**src/rtl/instruction_fetch_unit_if.sv**
```systemverilog
// Fetch-unit bus bundle: instruction-memory read port, redirect input and instruction output handshake.
// master = fetch unit, slave = memory / processor side.
interface instruction_fetch_unit_if;
    logic        imem_req;
    logic [31:0] imem_addr;
    logic        imem_rdy;
    logic        imem_rvalid;
    logic [31:0] imem_rdata;
    logic        redirect_valid;
    logic [31:0] redirect_pc;
    logic        inst_valid;
    logic        inst_ready;
    logic [31:0] instruction;
    logic [31:0] inst_pc;

    modport master (
        output imem_req, imem_addr, inst_valid, instruction, inst_pc,
        input  imem_rdy, imem_rvalid, imem_rdata, redirect_valid, redirect_pc, inst_ready
    );
    modport slave (
        input  imem_req, imem_addr, inst_valid, instruction, inst_pc,
        output imem_rdy, imem_rvalid, imem_rdata, redirect_valid, redirect_pc, inst_ready
    );
endinterface

```
**src/rtl/instruction_fetch_unit.sv**
```systemverilog
// Fetch stage: credit-limited word reads into an in-order prefetch FIFO, with redirect flush.
// Optional IFU_PERF_CNT_EN adds the fetch_count output (instructions popped since reset).
module instruction_fetch_unit #(
    parameter logic [31:0] RESET_PC  = 32'h0000_0000,
    parameter int          BUF_DEPTH = 2
) (
    input  logic                      clk,
    input  logic                      rst,
    instruction_fetch_unit_if.master  bus
`ifdef IFU_PERF_CNT_EN
    ,
    output logic [31:0]               fetch_count
`endif
);
    localparam int PW = $clog2(BUF_DEPTH);
    localparam int CW = PW + 1;

    typedef struct packed {
        logic [31:0] data;
        logic [31:0] pc;
    } entry_t;

    entry_t [BUF_DEPTH-1:0] fifo;
    logic [PW-1:0] wr_ptr, rd_ptr;
    logic [CW-1:0] count, outstanding, discard;
    logic [31:0]   fetch_pc, resp_pc;
    logic [CW:0]   credit_used;
    logic          issue, push, pop;

    // Credit covers both buffered and in-flight words so returns never overflow the FIFO.
    always_comb begin
        credit_used        = {1'b0, outstanding} + {1'b0, count};
        bus.imem_req       = !rst && !bus.redirect_valid && (credit_used < (CW+1)'(BUF_DEPTH));
        bus.imem_addr      = fetch_pc;
        issue              = bus.imem_req && bus.imem_rdy;
        push               = bus.imem_rvalid && (discard == '0) && !bus.redirect_valid;
        bus.inst_valid     = (count != '0);
        pop                = bus.inst_valid && bus.inst_ready && !bus.redirect_valid;
        bus.instruction    = fifo[rd_ptr].data;
        bus.inst_pc        = fifo[rd_ptr].pc;
    end

    always_ff @(posedge clk) begin
        if (rst) begin
            fifo        <= '0;
            wr_ptr      <= '0;
            rd_ptr      <= '0;
            count       <= '0;
            outstanding <= '0;
            discard     <= '0;
            fetch_pc    <= RESET_PC;
            resp_pc     <= RESET_PC;
        end else if (bus.redirect_valid) begin
            // Everything still in flight becomes stale, minus a response landing right now.
            wr_ptr      <= '0;
            rd_ptr      <= '0;
            count       <= '0;
            fetch_pc    <= {bus.redirect_pc[31:2], 2'b00};
            resp_pc     <= {bus.redirect_pc[31:2], 2'b00};
            outstanding <= outstanding - CW'(bus.imem_rvalid);
            discard     <= outstanding - CW'(bus.imem_rvalid);
        end else begin
            if (issue) fetch_pc <= fetch_pc + 32'd4;
            outstanding <= outstanding + CW'(issue) - CW'(bus.imem_rvalid);
            if (bus.imem_rvalid && discard != '0) discard <= discard - CW'(1);
            if (push) begin
                fifo[wr_ptr] <= '{data: bus.imem_rdata, pc: resp_pc};
                wr_ptr       <= wr_ptr + PW'(1);
                resp_pc      <= resp_pc + 32'd4;
            end
            if (pop) rd_ptr <= rd_ptr + PW'(1);
            count <= count + CW'(push) - CW'(pop);
        end
    end

`ifdef IFU_PERF_CNT_EN
    always_ff @(posedge clk) begin
        if (rst)      fetch_count <= '0;
        else if (pop) fetch_count <= fetch_count + 32'd1;
    end
`endif
endmodule

```
**src/flat_wrapper.sv**
```systemverilog
// flat-port wrapper written by rule: the top's interface ports become plain ports
module instruction_fetch_unit_flat 
#(
    parameter logic [31:0] RESET_PC  = 32'h0000_0000,
    parameter int          BUF_DEPTH = 2
)
  (clk, rst, bus_imem_req, bus_imem_addr, bus_inst_valid, bus_instruction, bus_inst_pc, bus_imem_rdy, bus_imem_rvalid, bus_imem_rdata, bus_redirect_valid, bus_redirect_pc, bus_inst_ready);
  instruction_fetch_unit_if bus_i ();
  input  logic clk;
  input  logic rst;
  output wire logic [$bits(bus_i.imem_req)-1:0] bus_imem_req;
  output wire logic [$bits(bus_i.imem_addr)-1:0] bus_imem_addr;
  output wire logic [$bits(bus_i.inst_valid)-1:0] bus_inst_valid;
  output wire logic [$bits(bus_i.instruction)-1:0] bus_instruction;
  output wire logic [$bits(bus_i.inst_pc)-1:0] bus_inst_pc;
  input wire logic [$bits(bus_i.imem_rdy)-1:0] bus_imem_rdy;
  input wire logic [$bits(bus_i.imem_rvalid)-1:0] bus_imem_rvalid;
  input wire logic [$bits(bus_i.imem_rdata)-1:0] bus_imem_rdata;
  input wire logic [$bits(bus_i.redirect_valid)-1:0] bus_redirect_valid;
  input wire logic [$bits(bus_i.redirect_pc)-1:0] bus_redirect_pc;
  input wire logic [$bits(bus_i.inst_ready)-1:0] bus_inst_ready;
  assign bus_imem_req = bus_i.imem_req;
  assign bus_imem_addr = bus_i.imem_addr;
  assign bus_inst_valid = bus_i.inst_valid;
  assign bus_instruction = bus_i.instruction;
  assign bus_inst_pc = bus_i.inst_pc;
  assign bus_i.imem_rdy = bus_imem_rdy;
  assign bus_i.imem_rvalid = bus_imem_rvalid;
  assign bus_i.imem_rdata = bus_imem_rdata;
  assign bus_i.redirect_valid = bus_redirect_valid;
  assign bus_i.redirect_pc = bus_redirect_pc;
  assign bus_i.inst_ready = bus_inst_ready;
  instruction_fetch_unit #(.RESET_PC(RESET_PC), .BUF_DEPTH(BUF_DEPTH)) u_core (.clk(clk), .rst(rst), .bus(bus_i));
endmodule
```
**config.mk**
```make
export PLATFORM = sky130hd
export DESIGN_NAME = instruction_fetch_unit_flat
export DESIGN_NICKNAME = d
export VERILOG_FILES = /design/src/rtl/instruction_fetch_unit_if.sv /design/src/rtl/instruction_fetch_unit.sv /design/src/flat_wrapper.sv
export SDC_FILE = /design/constraint.sdc
export NUM_CORES = 1
export LEC_CHECK = 0
export ABC_AREA = 1
export BUFFER_PORTS_ARGS = -buffer_cell sky130_fd_sc_hd__buf_2
export CAP_MARGIN = 20
export CORE_AREA = 2 2 163 133
export DETAILED_ROUTE_END_ITERATION = 6
export DIE_AREA = 0 0 165 135
export PLACE_DENSITY = 0.81
export SETUP_SLACK_MARGIN = 0.05
export SYNTH_ARGS = -nofsm -noshare
export SYNTH_HDL_FRONTEND = slang
export SYNTH_SLANG_ARGS = --single-unit
```
**constraint.sdc**
```tcl
create_clock -name clk -period 2.1 [get_ports clk]
set_clock_uncertainty 0.15 [all_clocks]
set_input_delay 0.105 -clock clk [delete_from_list [all_inputs] [get_ports clk]]
set_output_delay 0.105 -clock clk [all_outputs]
set_load 0.01 [all_outputs]
```
==> impl_metrics.ini <==
[status]
outcome = finished, final reports clean

[sta]
fin_hold_ws_ns = 0.277
setup_viol = 0
finalHoldViolCount = 0
worstMarginPinSlew_ns = 0.629
slew_headroom = 0.581
rsz0062_at_grt = true
fmax_ghz = 0.498
fin_crit_sh = 0.956
fin_crit_ns = 2.01
drv_slew = 0
setup_ws_ns = 0.0917

[pwr]
p_leak_nw = 5.09
power_frac_clock = 0.385
power_density_nw_per_um2 = 730
power_w = 0.00877
intPower_w = 0.00608
p_sw_frac = 0.307
ir_worst_vdd_uv = 707
seq_power_share = 0.458
p_switching_w = 0.00270
p_comb_frac = 0.157

[flow_run]
drv_cap = 0

[critical_path]
cpMaxStageDelayCell = dfxtp_2
worstPathArrival_ns = 2.24
path_cells = or2_2 > nand2_2 > nor2_1 > ha_1 > inv_1 > ha_1 > xnor2_1 > or2_2 > a21oi_2
crit_path_start_kind = flip-flop
cp_max_fo = 3
worstSetupEndpointType = flip-flop
path_class = flip-flop to flip-flop
slowest_delay_ns = 0.35
cp.required_ns = 2.33
r2r_slack_ns = 0.09

[global_routing]
grt_use_total = 0.245
antenna_found_initial = 0
grt_overflow_total = 0
grt_max_degree = 136
grt_pass1_wl_mm = 43.4
grt_pass1_vias = 8844

[floorplan]
fp-row-count = 47
dieArea_sq_um = 22300
io_pins = 168
die_h_um = 135
initial_core_util = 0.456
die_w_um = 165
design.core.area_sq_um = 20500

[place]
port_buffers = 161
dpl_cell_area_sq_um = 10500
gp_congestion = 0.956
place_hpwl_mm = 18.4
place_ws_ns = 0.0570

[drt]
routedWlPerCell_um = 14.8
drc_errors = 0
dr_total_vias = 10000
vias_per_cell = 5.24
wl_mm = 28.2
first_iter_violations = 1021
ant_nets = 0
first_pass_iters = 6

[logic_synthesis]
ys_ff_latch = 192
avgSynthCellArea_sq_um = 6.63
ys_types = 35
seq_area_frac_synth = 0.411
postSynthCellCount = 1411
yosysWarnings = 0
syn_area_sq_um = 9350

[cells_and_area]
antennaDiodeCount = 0
nNetsFinal = 1705
drive_above_1_share = 0.165
fin_area_sq_um = 12000
final_common_cell = nand2_1
final_core_util = 0.585
final_cell_mix = nand2_1, o21ai_0, dfxtp_1
fillers = 1854
syn_to_final_growth_pct = 28.4

[cts]
cts_sinks = 192
clk_pin_slew_ns = 0.09
clockBufferDepth = 2
cts_tree = yes
root_buffer = clkbuf_16
clk_latency_ns = 0.44
cts_inserted_buffers = 17
h-tree-depth = 4

[min_path]
min_path_type = input port to flip-flop
==> worst paths after layout <==
| check | start | endpoint | cells past startpoint |
|---|---|---|---|
| setup / recovery | u_core.count[1]$_SDFF_PP0_ | u_core.count[1]$_SDFF_PP0_ | 9 |
| hold / removal | bus_imem_rdata[16] | u_core.fifo[48]$_SDFFE_PP0P_ | 4 |
| setup reg to reg | u_core.count[1]$_SDFF_PP0_ | u_core.count[1]$_SDFF_PP0_ | 9 |
| hold reg to reg | u_core.fifo[120]$_SDFFE_PP0P_ | u_core.fifo[120]$_SDFFE_PP0P_ | 2 |
==> cell families after synthesis <==
family                   Yosys count  synth area share
adder cells (fa/ha/maj)            8            0.0115
other                              1          0.000401
flip-flops                       192             0.411
AO/OA/AOI/OAI                    397             0.216
XOR/XNOR                          15            0.0140
AND/OR/NAND/NOR                  551             0.242
buffers and inverters            247             0.105
==> per-stage QoR <==
| stage | setup TNS (ns) | instances |
|---|---|---|
| 3_3_place_gp | 0 | 1800 |
| 2_1_floorplan | 0 | 1414 |
| 6_report | 0 | 1909 |
| 4_1_cts | 0 | 1900 |
| 3_5_place_dp | 0 | 1800 |
| 5_1_grt | -0.0806 | 1909 |
==> cell usage after synthesis, drive strengths merged <==
library cell  count  share of area
nand2           300           0.12
o21ai           234           0.13
dfxtp           192           0.41
nor2            173          0.073
inv             171          0.069
a21oi           142          0.076
nand3            60          0.032
clkbuf           48          0.019
buf              27          0.017
a31oi            16          0.011
xor2             11          0.010
nand4             9         0.0060
ha                7         0.0094
nor3              4         0.0033
xnor2             4         0.0037
o21bai            3         0.0024
and2              2         0.0013
or2               2         0.0013
a31o              1        0.00094
clkinv            1        0.00040
conb              1        0.00040
fa                1         0.0021
nand3b            1        0.00080
o31ai             1        0.00080
==> power by group through the flow <==
stage               Clock [W]  Combinational, W  Sequential, W
finish                0.00338           0.00138        0.00402
detailed placement          0           0.00118        0.00409
global route          0.00357           0.00153        0.00404
global placement            0           0.00116        0.00408
floorplan                   0          0.000727        0.00407
CTS                   0.00345           0.00129        0.00401
==> worst max-delay path: cells and delay by family, from the launching register on <==
kind / cells / cell delay, ns
fa+ha+maj: 2 / 0.48
simple gates: 4 / 0.70
flops: 1 / 0.35
buf+inv: 1 / 0.04
compound gates: 1 / 0.10
xor+xnor: 1 / 0.13
==> repair_timing <==
item,CTS,global route
gates resized for setup,2,29
endpoints found under the setup margin,1,132
buffers inserted,0,5
gates cloned,0,4
pin swaps,0,1
hold endpoints to repair,129,0
hold buffers,68,0
==> registers in the layout, summed over array words and instances (netlist names) <==
name and flops:
u_core.fifo 124, u_core.rd_ptr 1, u_core.resp_pc 30, u_core.discard 2, u_core.count 2, u_core.wr_ptr 1, u_core.outstanding 2, u_core.bus.imem_addr 30
==> layout make-up <==
type                       instances  area [sq um]  share of cell area
timing repair buffer             269          1950               0.162
sequential                       192          3850               0.320
clock buffer                      17           425              0.0354
clock inverter                    15           201              0.0168
inverter                         172           664              0.0553
multi-input combinational        975          4590               0.382
tap                              269           337              0.0280
==> metal layers <==
metal  track usage  vias to the layer above  wire length (um)
met5             0                        -                 0
met4        0.0971                        0               903
met3        0.0396                       78              2060
met2         0.387                      428             12800
met1         0.334                     4529             12500
li1              -                     4971                 -
Power figures use the tool's default switching activity.
